File: src/rtl/seq_divider_pkg.sv
// seq_divider_pkg
//   Shared constants and state type for the 5-bit sequential restoring divider.
//   WIDTH : datapath width, matched to the trial subtractor
//   ITER  : iterations per division (one quotient bit per CALC cycle)
//   CNTW  : width of the iteration down-counter
package seq_divider_pkg;

  localparam int WIDTH = 5;
  localparam int ITER  = 5;
  localparam int CNTW  = 3;

  typedef enum logic [1:0] {
    IDLE = 2'd0,
    CALC = 2'd1,
    DONE = 2'd2
  } state_t;

endpackage

File: src/rtl/seq_divider_sub.sv
// seq_divider_sub
//   Combinational trial subtractor used by the divider every CALC cycle.
//   a   : minuend (shifted partial remainder)
//   b   : subtrahend (divisor)
//   out : a - b, modulo 2^WIDTH
//   co  : 1 when no borrow occurred (a >= b)
module seq_divider_sub
  import seq_divider_pkg::*;
(
  input  logic [WIDTH-1:0] a,
  input  logic [WIDTH-1:0] b,
  output logic [WIDTH-1:0] out,
  output logic             co
);

  logic [WIDTH:0] diff;

  // Extra top bit is the borrow; invert it to get carry-out.
  assign diff = {1'b0, a} - {1'b0, b};
  assign out  = diff[WIDTH-1:0];
  assign co   = ~diff[WIDTH];

endmodule

File: src/rtl/seq_divider.sv
// seq_divider
//   5-bit unsigned restoring divider, one quotient bit per cycle.
//   clk         : clock, rising edge
//   rstn        : asynchronous active-low reset
//   start       : request a division (sampled only in IDLE)
//   dividend    : unsigned dividend, captured on accepted start
//   divisor     : unsigned divisor, captured on accepted start
//   busy        : high in CALC and DONE
//   done        : one-cycle pulse, results valid from this cycle
//   quotient    : result register
//   remainder   : result register
//   div_by_zero : set with done when the captured divisor was 0
//
//   state | meaning
//   ------+-----------------------------------------------------------
//   IDLE  | waiting for start; results held
//   CALC  | one trial subtraction per cycle, cnt counts down 4..0
//   DONE  | done pulse, results valid; returns to IDLE unconditionally
module seq_divider
  import seq_divider_pkg::*;
(
  input  logic             clk,
  input  logic             rstn,
  input  logic             start,
  input  logic [WIDTH-1:0] dividend,
  input  logic [WIDTH-1:0] divisor,
  output logic             busy,
  output logic             done,
  output logic [WIDTH-1:0] quotient,
  output logic [WIDTH-1:0] remainder,
  output logic             div_by_zero
);

  state_t           state;
  logic [CNTW-1:0]  cnt;
  logic [WIDTH-1:0] r;
  logic [WIDTH-1:0] q_sh;
  logic [WIDTH-1:0] d_r;

  logic [WIDTH-1:0] t;
  logic [WIDTH-1:0] sub_out;
  logic             sub_co;
  logic [WIDTH-1:0] r_next;
  logic [WIDTH-1:0] q_next;
  logic             unused_r_msb;

  // Partial remainder entering an iteration is < 16, so r[4] never feeds t;
  // it is only needed to hold the final remainder.
  assign t            = {r[WIDTH-2:0], q_sh[WIDTH-1]};
  assign unused_r_msb = r[WIDTH-1];

  seq_divider_sub sub_trial (
    .a   (t),
    .b   (d_r),
    .out (sub_out),
    .co  (sub_co)
  );

  assign r_next = sub_co ? sub_out : t;
  assign q_next = {q_sh[WIDTH-2:0], sub_co};

  always_ff @(posedge clk or negedge rstn) begin
    if (!rstn) begin
      state       <= IDLE;
      cnt         <= '0;
      r           <= '0;
      q_sh        <= '0;
      d_r         <= '0;
      busy        <= 1'b0;
      done        <= 1'b0;
      quotient    <= '0;
      remainder   <= '0;
      div_by_zero <= 1'b0;
    end else begin
      done <= 1'b0;
      case (state)
        IDLE: begin
          if (start) begin
            q_sh <= dividend;
            d_r  <= divisor;
            r    <= '0;
            busy <= 1'b1;
            if (divisor == '0) begin
              state       <= DONE;
              done        <= 1'b1;
              cnt         <= '0;
              quotient    <= '1;
              remainder   <= dividend;
              div_by_zero <= 1'b1;
            end else begin
              state       <= CALC;
              cnt         <= CNTW'(ITER - 1);
              div_by_zero <= 1'b0;
            end
          end
        end
        CALC: begin
          r    <= r_next;
          q_sh <= q_next;
          if (cnt == '0) begin
            // Results load on the edge into DONE so they are valid with done.
            state     <= DONE;
            done      <= 1'b1;
            quotient  <= q_next;
            remainder <= r_next;
          end else begin
            cnt <= cnt - 1'b1;
          end
        end
        DONE: begin
          state <= IDLE;
          busy  <= 1'b0;
        end
        default: begin
          state <= IDLE;
          busy  <= 1'b0;
        end
      endcase
    end
  end

endmodule

File: config.mk
export PLATFORM = sky130hd
export DESIGN_NAME = seq_divider
export DESIGN_NICKNAME = d
export VERILOG_FILES = /design/src/rtl/seq_divider_pkg.sv /design/src/rtl/seq_divider_sub.sv /design/src/rtl/seq_divider.sv
export SDC_FILE = /design/constraint.sdc
export NUM_CORES = 1
export LEC_CHECK = 0
export ABC_CLOCK_PERIOD_IN_PS = 5600
export BUFFER_PORTS_ARGS = -buffer_cell sky130_fd_sc_hd__buf_2
export CORE_MARGIN = 1
export CORE_UTILIZATION = 35
export CTS_BUF_LIST = sky130_fd_sc_hd__clkbuf_8
export DETAILED_ROUTE_END_ITERATION = 10
export GPL_ROUTABILITY_DRIVEN = 1
export GPL_TIMING_DRIVEN = 0
export SETUP_SLACK_MARGIN = 0.2
export SLEW_MARGIN = 20
export SYNTH_ARGS = -nofsm -noshare
export SYNTH_HDL_FRONTEND = slang
export SYNTH_SLANG_ARGS = --single-unit
export TNS_END_PERCENT = 100
File: constraint.sdc
create_clock -name clk -period 5.6 [get_ports clk]
set_input_delay 0.28 -clock clk [delete_from_list [all_inputs] [get_ports clk]]
set_output_delay 0.28 -clock clk [all_outputs]
set_load 0.02 [all_outputs]
; ---- Word level (Yosys, flattened, before mapping)
; Index checks and enable logic that the tools add are counted.
[totals]
mem_bits_ro = 0
reg_bits = 32
output_inout_bits = 13
word_cells = 56
memories = 0
input_bits = 13
mem_bits_rw = 0
latch_bits = 0
[op_classes]
div_mod_pow = 0
reduce_logical = 10
multipliers = 0
bitwise_logic = 2
n_eq_ne = 5
n_lt_le_gt_ge = 0
muxes = 27
shift = 0
n_addsub = 2
[op_table]
columns = cell, count
row1 = 5-bit 2-to-1 mux, 8
row2 = 5-bit one-hot mux with 2 select lines, 3
row3 = 3-bit 2-to-1 mux, 3
row4 = 2-bit inequality test (second input constant), 4
row5 = 4-bit one-hot mux with 2 select lines, 1
row6 = 2-bit AND reduction, 4
row7 = 2-bit 2-to-1 mux, 3
row8 = 3-bit one-hot mux with 2 select lines, 1
row9 = 5-bit by 5-bit subtractor with 6-bit output, 1
row10 = 5-bit zero test, 1
row11 = 1-bit 2-to-1 mux, 4
row12 = 4-bit 2-to-1 mux, 1
row13 = 1-bit one-hot mux with 2 select lines, 2
row14 = 2-bit one-hot mux with 2 select lines, 1
row15 = 4-bit AND reduction, 1
row16 = 3-bit zero test, 1
row17 = 3-bit AND reduction, 1
row18 = 3-bit by 1-bit subtractor with 3-bit output (second input constant), 1
row19 = 2-bit by 1-bit equality test with 1-bit output (second input constant), 1
row20 = 2-bit zero test, 1
row21 = 1-bit inverter, 2
row22 = 2-bit nonzero test, 1

; ---- Depth between registers and ports, before layout
; Gate-level depths: netlist (run 1).
[depth]
ltp_word = 4
mapped_depth = 9

; ---- Cells and area by module
; A second synthesis (run 1) with hierarchy kept.
[unflattened]
hier_cells = 155
hier_area_um2 = 1689.1
[by_module_without_submodules]
columns = module, area_per_inst_um2, cells_each, n_inst
row1 = seq_divider, 1483.9, 126, 1
row2 = seq_divider_sub, 205.2, 29, 1

; ---- Worst setup path before layout (run 1)
; OpenSTA, ideal clock, no wires.
[synth_timing]
path_kind = flip-flop to flip-flop
start = register r[0]
end = register remainder[2]
arrival_ns = 1.890
period_less_slack_ns = 1.974
path_stages_with_launch = 8
t_required_ns = 5.516
setup_time_ns = 0.084
setup_slack_ns = 3.626
path_buffers = 1
path_cell_list = dfrtp_1 > ha_1 > nor2b_1 > o2111ai_1 > and3_1 > buf_6 > or4_4 > a41oi_2
[synth_between]
elab_chain_len = 4
[synth_rtl]
columns = item, line
row1 = start: declaration, seq_divider.sv:36  ; logic [WIDTH-1:0] r;
row2 = start signal: assignment, seq_divider.sv:98  ; r <= r_next;
row3 = 5-bit by 5-bit subtractor with 6-bit output, seq_divider_sub.sv:19  ; assign diff = {1'b0, a} - {1'b0, b};
row4 = 5-bit 2-to-1 mux, seq_divider.sv:59  ; assign r_next = sub_co ? sub_out : t;
row5 = 5-bit 2-to-1 mux, seq_divider.sv:100  ; if (cnt == '0) begin
row6 = 5-bit one-hot mux with 2 select lines, seq_divider.sv:76  ; case (state)
row7 = end signal: assignment, seq_divider.sv:88  ; remainder <= dividend;
row8 = end signal: assignment, seq_divider.sv:105  ; remainder <= r_next;
row9 = end: declaration, seq_divider.sv:30  ; output logic [WIDTH-1:0] remainder,
; Every way passes these cells. The select of a mux whose other input is x is not followed.
; A chain may end at the register's enable or synchronous reset.

; ---- Worst setup path after layout (run 1)
; Same ends and word-level chain as after synthesis.

==> results of run 1 <==
[layout make-up]
| class | count | area, sq um | area share (%) |
|---|---|---|---|
| well taps | 52 | 65.06 | 3.385 |
| repair buffers | 25 | 125.1 | 6.510 |
| multi-input cells | 115 | 752.0 | 39.13 |
| flip-flops and latches | 32 | 800.8 | 41.67 |
| inverters | 13 | 48.80 | 2.539 |
| clock buffers | 5 | 68.82 | 3.581 |
| plain buffers | 7 | 52.55 | 2.734 |
| clock inverters | 2 | 8.758 | 0.4557 |
[metrics by stage]
stage          utilization [%]  instances
6_report                 43.24        251
5_1_grt                  43.24        251
4_1_cts                  43.24        251
3_5_place_dp             41.50        244
3_3_place_gp             41.50        244
2_1_floorplan                -        167
[worst max-delay path by stage]
stage / from / to / slack [ns] / cells past startpoint
2_1_floorplan: r[0]$_DFFE_PN0P_ / remainder[2]$_DFFE_PN0P_ / 3.63 / 7
3_3_place_gp: d_r[1]$_DFFE_PN0P_ / remainder[2]$_DFFE_PN0P_ / 3.51 / 8
3_5_place_dp: d_r[1]$_DFFE_PN0P_ / remainder[2]$_DFFE_PN0P_ / 3.52 / 8
4_1_cts: r[0]$_DFFE_PN0P_ / remainder[2]$_DFFE_PN0P_ / 3.49 / 7
5_1_grt: d_r[1]$_DFFE_PN0P_ / remainder[2]$_DFFE_PN0P_ / 3.35 / 8
6_report: r[0]$_DFFE_PN0P_ / remainder[2]$_DFFE_PN0P_ / 3.50 / 7
[power by group]
part | switching [uW] | internal [uW] | total, uW | leakage (uW)
combinational | 382 | 278 | 660 | 0.000508
sequential | 66.7 | 338 | 404 | 0.000385
clock | 81.7 | 82.5 | 164 | 0.0000452
[routing by layer]
layer	vias to the layer above	global-route usage [%]	part of all wire (%)
li1	649	-	-
met1	620	20.63	49
met2	21	24.68	46
met3	4	4.131	3.1
met4	0	4.667	1.3
met5	-	0	0
[state kept, by name (all words and copies together) (netlist names)]
name and cells:
q_sh 5, d_r 5, div_by_zero 1, quotient 5, state 2, busy 1, cnt 3, r 4
done 1, remainder 5
[worst reg2reg max path: stages (launching register included)]
cell,delay [ns]
dfrtp_1,0.42
ha_1,0.28
nor2b_1,0.15
o2111ai_1,0.14
and3_1,0.22
buf_6,0.12
or4_4,0.52
a41oi_2,0.17
[cells by family after synthesis]
family	count (synthesis)	share of synthesized area, %
DFF	32	48.41
adders and majority gates	8	6.505
AOI/OAI and AO/OA	48	19.44
and+or+nand+nor	55	17.02
buffers and inverters	20	6.127
muxes	3	1.967
xor gates and xnor gates	1	0.5296
[cell usage in the layout, fill, tap and decap left out, types with 2 or more instances in the layout]
cell	synthesis	routed
a21o_1	6	6
a21oi_1	9	9
a22oi_1	4	4
buf_2	0	25
buf_6	2	2
clkbuf_1	4	4
clkbuf_8	0	5
dfrtp_1	32	32
ha_1	7	7
inv_1	13	14
mux2_2	2	2
nand2_1	18	18
nand3_1	4	4
nor2_1	14	14
nor2b_1	7	7
nor3_1	4	4
o21ai_0	12	12
o22ai_1	2	2
o31ai_1	2	2
or4_4	2	2
==> results.txt, run 1 <==
The overall die area came out at 5005 sq um. The number of buffers created by CTS is 5. For the pin with the worst max-slew slack, the measured transition is 0.7719 ns.

The worst hold slack across all endpoints is about 0.045 ns. The number of nets at the end of the flow is 220. The clock-pin slew on the worst setup and hold paths is 0.07 ns.

The number of different library cells used by synthesis comes to 41. Of all flip-flops after synthesis, the portion carrying an async set or reset was 100.0%. Walking the worst path, the cells encountered are ha_1, nor2b_1, o2111ai_1, and3_1, buf_6, or4_4, a41oi_2. The largest total area in the synthesized netlist belongs to dfrtp_1. The count of buffering cells on the critical path with inverters included is 1. After synthesis the cells add up to between 1500 and 2000 sq um. The vias per cell is between 5 and 6. The standard cell core area came out at 4444 sq um. The number of buffers inserted to repair setup after CTS is 0. For this run the aggregate overflow at the end of global routing stands at 0. The path class of the tightest hold or removal check is primary input to asynchronous set/reset pin.

The die outline height came out at around 71 um. Once the floorplan was initialized, standard cells occupied roughly 37% of the core. The number of fill cells is 460.

For the worst setup path, the data required time is 5.81 ns. The post-route netlist has 22.11% of its cells at a drive strength greater than 1. The count of yosys warnings during synthesis came out at 0.

By count the netlist is led by 32 x dfrtp_1, 18 x nand2_1, 14 x nor2_1, 13 x inv_1, 12 x o21ai_0. The final number of setup-violating endpoints is 0. In this run the static leakage power is 0.0009379 uW.

Global routing consumed, over all layers together, 15.46% of the routing resources. The number of DRC markers in iteration 0 came out at 58. The worst register-to-register path ends at remainder[2]$_DFFE_PN0P_. The final instance area is around 1900 sq um. Clock skew on the completed layout was measured at 0.005424 ns. The run finished, with violations left. The worst slack at placement is 3.521 ns. The number of enable flip-flop cells after synthesis came out at 0. The synthesis-to-finish area growth is 16.19%. The data arrival at the endpoint of the critical path came out at 2.31 ns.

The dominant cell by count in the synthesized netlist is dfrtp_1. Setup repair after global routing left no endpoint under its margin. The tool flagged a number of max-cap violations equal to 0. The number of instances resized during post-cts repair came out at 0. Summed over all failing endpoints, the final setup total negative slack is 0 ns. The total of hold buffers inserted after clock tree synthesis came out at 0. Measured along the x axis, the die boundary spans a little over 70 um. Counting every instance in the synthesized netlist gives 167.

Once detail routing completed, the nets flagged for antenna violations numbered 0. In this run the deepest clock path goes through 2 buffers. The number of antenna cells inserted is 0. The aggregate routed wire length is roughly 3.6 mm. STA classifies the critical path startpoint as a flip-flop.

The startpoint identified for the worst register-to-register timing path is r[0]$_DFFE_PN0P_. The fraction of post-synthesis cell area in the top cell type by area came out at 48.41%. The sink count of the clock tree is 32.

The post-detailed-route DRC marker count is 2. The largest single stage delay on the critical path is 0.52 ns. The final weighted congestion of routability-driven global placement is 0.7874. The maximum level of the CTS H-tree came out at 2.

Measured against its own limit, the worst slew margin works out to 48.43%. In the synthesized netlist the dominant register cell turns out to be dfrtp_1. In the post-route analysis, the smallest setup slack over all paths is 3.498 ns. The total power density per cell area came out at 639.4 nW/um^2. The pin count of the biggest net entering global routing is 33. The final reports fail on DRC. The clock root buffer is clkbuf_8.

The final critical path time including I/O delays and setup came out at 2.102 ns. The number of nets in the synthesized netlist came out at 188. The number of cell instances on the worst register-to-register path came out at 7. In this run the worst path has a maximum fanout of 5. The number of antenna violations at the first check in global routing is 0.

The worst-skew pair later-pin latency came out at about 0.28 ns. The average cell area after synthesis came out at 9.905 sq um. The final critical path takes up 37.53% of the cycle. The via count of the first global-routing pass came out at approximately 1300. The number of slew-limit violations in the final report is 0. The cell area after placement is 1844 sq um. The post-layout total power is around 1200 uW.

The top-level port count is 26. The synthesized flop and latch total came out at 32. The wire length of the first global-routing pass came out at just over 6 mm. The number of hold violations in the final report is 0. The number of standard-cell rows in the floorplan came out at 24. The fmax is ~0.48 GHz.

The maximum vdd drop is 0.0001459 V. The register area share after synthesis came out at 48.41%. After legalization and detailed placement, the total HPWL measured 2.595 mm. The first-pass iteration count of the detailed router is 7. For this design, the slowest cell found on the critical path is or4_4. Yosys attributes the largest share of cell area to dfrtp_1 48%, ha_1 5.3%, nand2_1 4.1%. The total number of vias came out at 1294. TritonCTS built the clock tree. The setup slack of the worst register-to-register path came out at 3.50 ns. Grouping stages by cell kind, the critical path spends the most delay in simple AND/OR/NAND/NOR gates. In the final routed layout, each cell accounts on average for 14.14 um. The number of input and output port buffers inserted is 25.

STA classifies the critical path endpoint as a flip-flop. The critical path is of the flip-flop to flip-flop type.
No activity file was read; power rests on OpenSTA's default activity.
==> run 2, diff against run 1 <==
- ABC_CLOCK_PERIOD_IN_PS: 5600 -> 1800
- clock period: 5.6 -> 1.8 ns (I/O delays scaled with it)
==> run 2 against run 1 <==
Against the previous run: the run ends with DRC, setup timing left; non-clock buffer count grew 16; worst hold slack lost 0.039 ns; first-iteration DRC count grew 34%; utilization grew 7.1 points; clock skew grew 0.0030 ns; combinational power grew to 4.0 times the previous value; count of clock-buffer cells in the layout is the same; wire length grew 9.1%; global-route usage grew 0.94 points; die area is the same; sequential power grew to 3.2 times the previous value; largest cell class is now multi-input combinational cells; highest routed layer unchanged.
==> results.txt, run 2 (same netlist as run 1, synthesis figures left out) <==
The flow ran to the end, but the final reports show violations. The final reports fail on DRC, setup timing. The detail-routed net length per standard cell is 14.45 um (+2.2%). The largest buffer count on any clock path came out at 2 (unchanged). The origin of the critical flop-to-flop path is r[0]$_DFFE_PN0P_. The final critical path time including I/O delays and setup is 1.903 ns (-0.1990 ns). The maximum vdd drop came to 0.0007722 V (+430%).

The logic depth of the worst path, buffers included is 7 (unchanged). Among cell families on the critical path, the largest total delay comes from simple AND/OR/NAND/NOR gates. STA classifies the critical path startpoint as a flip-flop.

The worst slew margin relative to its limit came out at 51.43% (+3.0 points). The pin count of the biggest net entering global routing came out at 33 (unchanged). Setup repair after global routing could not meet its margin everywhere.

The detailed placer's ending HPWL is 2.653 mm (+2.2%). The remaining antenna violation count is 0 (unchanged). The post-detailed-route DRC marker count came to 6 (+4). The peak fanout along the critical path came out at 4 (-1). The worst register-to-register path ends at remainder[2]$_DFFE_PN0P_. The sink count of the clock tree is 32 (unchanged). The via count of the first global-routing pass was 1374 (+4.8%). The top-level port count is 26 (unchanged).

The cell area after placement came to 1888 sq um (+2.4%). The number of input and output port buffers inserted is 25 (unchanged). The final clock period utilization by the worst path came out at 105.7% (+68 points). The total power density per cell area came to 2055 nW/um^2 (+220%). The worst-margin pin slew is 0.7286 ns (-0.04336 ns).

The number of DRC markers in iteration 0 came out at 78 (+34%). The standard cell core area came out at 4444 sq um (unchanged). The count of cells along the worst hold path came out at 3.

The overall die area came out at 5005 sq um (unchanged). The number of nets at the end of the flow came to 236 (+7.3%). The total overflow reported by the global router came out at 0 (unchanged). The first-pass iteration count of the detailed router was 7 (unchanged). The aggregate routed wire length came out at 3.872 mm (+9.1%). The setup slack of the worst register-to-register path is -0.10 ns (-3.60 ns). Traced cell by cell, the critical path runs through ha_4, nor2b_4, o2111ai_2, and3_1, buf_6, or4_4, a41oi_2. The number of standard-cell rows in the floorplan is 24 (unchanged).

Tracing the worst setup path back leads to its startpoint at r[0]$_DFFE_PN0P_. The path type of the worst min-delay path is primary input to flip-flop. The clock root buffer is clkbuf_8. The kind of end point of the critical path is a flip-flop. The number of hold violations in the final report came to 0 (unchanged). The post-layout utilization of the core came out at 50.31% (+7.1 points). The clock-pin slew on the worst setup and hold paths is 0.07 ns (about the same). The final weighted congestion of routability-driven global placement is 0.7839 (-0.44%).

The die outline height was 70.75 um (unchanged). By startpoint and endpoint, the worst setup path is classified as flip-flop to flip-flop. The total leakage power came out at 0.001068 uW (+14%).

The count of buffering cells on the critical path with inverters included is 1 (unchanged). The total number of vias is 1406 (+8.7%). The most common cell after layout, fill and taps aside is dfrtp_1. The final instance area is 2236 sq um (+16%).

The number of antenna violations at the first check in global routing came to 0 (unchanged). The number of antenna cells inserted came to 0 (unchanged). The width of the die came to 70.75 um (unchanged).

The top cell types in the final layout, fill and taps aside, are 31 x dfrtp_1, 26 x buf_2, 18 x nand2_1. The number of cell instances on the worst register-to-register path is 7 (unchanged). The worst-path cell with the longest stage delay is dfrtp_1.

The global-route usage over all layers is 16.40% (+0.94 points). The share of final-layout standard cells stronger than drive strength 1 came out at 40.28% (+18 points). The number of buffers created by CTS is 5 (unchanged). The vias per cell came out at 5.246 (+1.8%). The final sum of negative setup slack was -0.2048 ns (-0.2048 ns). In this run the most critical hold path is launched from divisor[0]. The final worst clock skew came out at 0.008396 ns (+0.002973 ns).

The data arrival at the endpoint of the critical path was 2.10 ns (-0.21 ns). The synthesis-to-finish area growth came out at 35.17%. The setup slack of the critical path after layout came out at -0.1028 ns (-3.601 ns). The data required time at the worst endpoint came out at 2.00 ns (-3.81 ns). The maximum level of the CTS H-tree came to 2 (unchanged). The effective utilization at floorplan came out at 37.22% (unchanged). The worst-skew pair later-pin latency is 0.29 ns (about the same). The worst hold path terminates at d_r[0]$_DFFE_PN0P_.

The number of max-cap violations was 0 (unchanged). The largest stage delay on the critical path is 0.42 ns (-0.10 ns). TritonCTS built the clock tree. The fmax is 0.5255 GHz (+10%). The final number of setup-violating endpoints is 4 (+4).

The number of slew-limit violations in the final report is 0 (unchanged). The wire length of the first global-routing pass was 6.417 mm (+5.0%).
==> run 2: cell types whose count changed in the layout (fill, tap and decap cells not counted), sizes merged <==
cell	delta
buf	+17
bufinv	+1
clkbuf	-2
dlygate4sd3	+1
==> run 2: stage by stage <==
step,hold WS (ns),total power (uW),worst slack (ns),instances
floorplan,-0.2056,2919,-0.02618,167
global placement,0.1913,3440,-0.1259,244
detailed placement,0.1940,3461,-0.1379,244
CTS,0.009094,4485,-0.08856,265
global route,0.02794,4944,-0.1920,268
finish,0.006127,4596,-0.1028,268
==> run 2: worst reg2reg max path, stage by stage (launching register included) <==
cell	delay, ns
dfrtp_1	0.42
ha_4	0.27
nor2b_4	0.14
o2111ai_2	0.13
and3_1	0.17
buf_6	0.12
or4_4	0.42
a41oi_2	0.14
==> run 2: worst max path at each step <==
stage                               end  slack, ns
2_1_floorplan  remainder[2]$_DFFE_PN0P_      -0.03
3_3_place_gp   remainder[2]$_DFFE_PN0P_      -0.13
3_5_place_dp   remainder[0]$_DFFE_PN0P_      -0.14
4_1_cts        remainder[2]$_DFFE_PN0P_      -0.09
5_1_grt        remainder[2]$_DFFE_PN0P_      -0.19
6_report       remainder[2]$_DFFE_PN0P_      -0.10
==> run 2: power by group <==
group / switching, uW / internal (uW) / total [uW]
sequential: 235 / 1050 / 1290
clock: 276 / 405 / 681
combinational: 1390 / 1230 / 2630
==> run 2: layer usage <==
layer / track usage, % / routed length (um) / vias to the layer above
li1: - / - / 683
met1: 21.38 / 1826 / 677
met2: 26.18 / 1818 / 40
met3: 5.128 / 191 / 6
met4: 5.111 / 36 / 0
met5: 0 / 0 / -
==> run 2: final cells by class <==
cell class | count | area, sq um
timing repair buffer | 41 | 275.3
sequential | 32 | 802.0
inverter | 13 | 48.80
clock inverter | 3 | 38.79
tap | 52 | 65.06
clock buffer | 5 | 68.82
fill | 423 | 2208
buffer | 7 | 56.30
multi-input combinational | 115 | 880.8
==> run 2: timing repair <==
action	4_1_cts	5_1_grt
hold buffers	1	0
hold endpoints to repair	32	0
resized for setup	23	9
cloned	1	0
setup endpoints to repair	20	20
pin swaps	5	2
setup buffers	11	3
==> run 3, diff against run 2 <==
- GPL_TIMING_DRIVEN: 0 -> default
==> run 3 against run 2 <==
Against the previous run: the flow still finishes with violations (DRC, setup timing); register-to-register slack better by 0.05 ns; worst hold slack better by 0.020 ns; worst setup slack better by 0.046 ns; largest cell class unchanged; highest routed layer unchanged.
==> results.txt, run 3 (same netlist as run 1, synthesis figures left out) <==
The detailed placer's ending HPWL was 2.864 mm (+8.0%). The worst hold slack across all endpoints came to 0.02578 ns (+0.01965 ns). The number of cells in the finished layout apart from fillers is 280 (+4.5%). The run finished, with violations left. The standard cell core area is 4444 sq um (unchanged). The vias per cell came out at 5.229 (-0.34%). The critical path goes through ha_4, nor2b_4, o2111ai_2, and3_4, or4_4, a41oi_2. The aggregate routed wire length is 4.349 mm (+12%). The pin count of the biggest net entering global routing came out at 33 (unchanged). The final clock period utilization by the worst path is 103.1% (-2.6 points). The flip-flop and latch area came out at 800.8 sq um (-0.16%). The effective utilization at floorplan came out at 37.22% (unchanged).

The clock power share came out at 13.6% (-1.2 points). The final worst clock skew came out at 0.01034 ns (+0.001944 ns). Setup repair after global routing could not meet its margin everywhere. The setup slack of the critical path after layout is -0.05656 ns (+0.04622 ns). The number of max-cap violations is 0 (unchanged). Compared with the post-synthesis result, the final layout area differs by 46.14%. The number of fill cells came out at 415 (-1.9%). The remaining antenna violation count is 0 (unchanged). The number of antenna violations at the first check in global routing came out at 0 (unchanged). The worst-skew pair later-pin latency is 0.29 ns (about the same). The number of hold violations in the final report is 0 (unchanged). The clock tree from TritonCTS is done.

The data arrival at the endpoint of the critical path is 2.06 ns (-0.04 ns). The top-level port count is 26 (unchanged). The maximum level of the CTS H-tree came out at 2 (unchanged). The combinational share of power is 61.6% (+4.4 points). The die outline height is 70.75 um (unchanged). The total number of vias is 1464 (+4.1%).

The via count of the first global-routing pass came out at 1445 (+5.2%). The number of DRC markers in iteration 0 came out at 101 (+29%). The library cell used most frequently in the layout, excluding fill and tap cells, is dfrtp_1.

The post-detailed-route DRC marker count is 6 (unchanged). The total power density per cell area came out at 2097 nW/um^2 (+2.0%). The peak fanout along the critical path is 4 (unchanged). The share of total power in sequential cells is 24.9% (-3.1 points).

STA classifies the critical path endpoint as a flip-flop. The final critical path time including I/O delays and setup came out at 1.857 ns (-0.04622 ns). The number of slew-limit violations in the final report is 0 (unchanged).

The worst setup path is launched from a flip-flop. The largest individual stage delay along the critical path comes from the cell dfrtp_1. The first-pass iteration count of the detailed router came out at 7 (unchanged). The instance count after placement with tap cells included came out at 257 (+5.3%). The final reports fail on DRC, setup timing. The total leakage power was 0.001170 uW (+9.6%). The fraction of power spent switching nets came out at 40.89% (-0.55 points).

The maximum vdd drop came out at 0.0007636 V (-1.1%). The number of input and output port buffers inserted came out at 25 (unchanged). The number of nets at the end of the flow came out at 248 (+5.1%).

The number of buffers created by CTS came out at 5 (unchanged). The path type of the worst min-delay path is primary input to flip-flop. The final weighted congestion of routability-driven global placement is 0.8102 (+3.4%).

The switching power came out at 2073 uW (+8.8%). The number of standard-cell rows in the floorplan is 24 (unchanged). The footprint of the multi-input gates came out at 935.9 sq um (+6.3%). The post-layout total power is 5069 uW (+10%). The total overflow reported by the global router came to 0 (unchanged). The internal power summed over all cells is 2996 uW (+11%). The worst slew margin relative to its limit is 51.12% (-0.31 points).

The fmax is 0.5386 GHz (+2.5%). The final number of setup-violating endpoints is 3 (-1). The worst-margin pin slew came to 0.7332 ns (+0.004604 ns). The wire length of the first global-routing pass came out at 7.031 mm (+9.6%).

The clock-pin slew on the worst setup and hold paths is 0.07 ns (about the same). The largest stage delay on the critical path came to 0.43 ns (about the same). The number of antenna cells inserted is 0 (unchanged). The global-route usage over all layers was 18.44% (+2.0 points). The sink count of the clock tree is 32 (unchanged).

The data required time at the worst endpoint came out at 2.01 ns (about the same). The share of final-layout standard cells stronger than drive strength 1 came out at 46.93% (+6.7 points). The detail-routed net length per standard cell came out at 15.53 um (+7.5%).

The overall die area came to 5005 sq um (unchanged). The width of the die came out at 70.75 um (unchanged). The library cells used most frequently in the layout, excluding fill and tap cells, are 32 x dfrtp_1, 29 x buf_4, 25 x buf_2. The largest buffer count on any clock path came to 2 (unchanged).

The post-layout utilization of the core came out at 54.39% (+4.1 points). The tree is rooted in a clkbuf_8. The critical path is of the flip-flop to flip-flop type.
-- run 3: per-layer routing --
metal  routed length [um]  up-vias  GRT usage, %
met5                    0        -             0
met4                   70        0         6.667
met3                  153        6         4.274
met2                 2080       25         30.24
met1                 2045      729         23.93
li1                     -      704             -
-- run 3: worst max-delay path: cells and delay by family (launching register included) --
family,cells,cell delay [ns]
fa+ha+maj,1,0.28
compound gates,2,0.30
flops,1,0.43
simple gates,3,0.78
-- run 3: metrics by stage --
stage,TNS [ns],area (sq um),setup WS [ns]
after floorplan,-0.02618,1698,-0.02618
after global placement,-0.02704,1998,-0.02704
after detailed placement,-0.1561,1998,-0.05481
after CTS,-0.03560,2300,-0.01967
after global routing,-0.5307,2417,-0.1142
final,-0.1150,2417,-0.05656
-- run 3: final cells by class --
class	instances	share of cell area (%)
inverter	13	2.019
tap	52	2.692
clock buffer	5	2.847
sequential	32	33.13
clock inverter	3	1.605
multi-input combinational	115	38.72
timing repair buffer	60	19.00
-- run 3: final timing paths --
| check | startpoint | endpoint | slack (ns) | cells past startpoint |
|---|---|---|---|---|
| worst max-delay path | r[0]$_DFFE_PN0P_ | remainder[2]$_DFFE_PN0P_ | -0.06 | 6 |
| worst min-delay path | divisor[0] | d_r[0]$_DFFE_PN0P_ | 0.03 | 3 |
| worst max register to register | r[0]$_DFFE_PN0P_ | remainder[2]$_DFFE_PN0P_ | -0.06 | 6 |
| worst min register to register | div_by_zero$_DFFE_PN0P_ | div_by_zero$_DFFE_PN0P_ | 0.47 | 1 |
| max in group asynchronous | rstn | remainder[1]$_DFFE_PN0P_ | 0.92 | 2 |
| min in group asynchronous | rstn | cnt[1]$_DFFE_PN0P_ | 0.40 | 2 |
-- run 3: what timing repair did --
item / CTS / global route
pin swaps: 2 / 4
setup buffers: 8 / 4
cloned: 2 / 0
hold buffers: 1 / 0
endpoints found under the hold margin: 32 / 0
gates resized for setup: 19 / 20
setup endpoints to repair: 15 / 19
-- run 3: power by group through the flow --
stage / Sequential [uW] / Clock [uW] / Combinational [uW]
finish: 1260 / 688 / 3120
global route: 1300 / 726 / 3410
CTS: 1260 / 710 / 2790
detailed placement: 1250 / 0 / 2480
global placement: 1240 / 0 / 2440
floorplan: 1390 / 0 / 1530
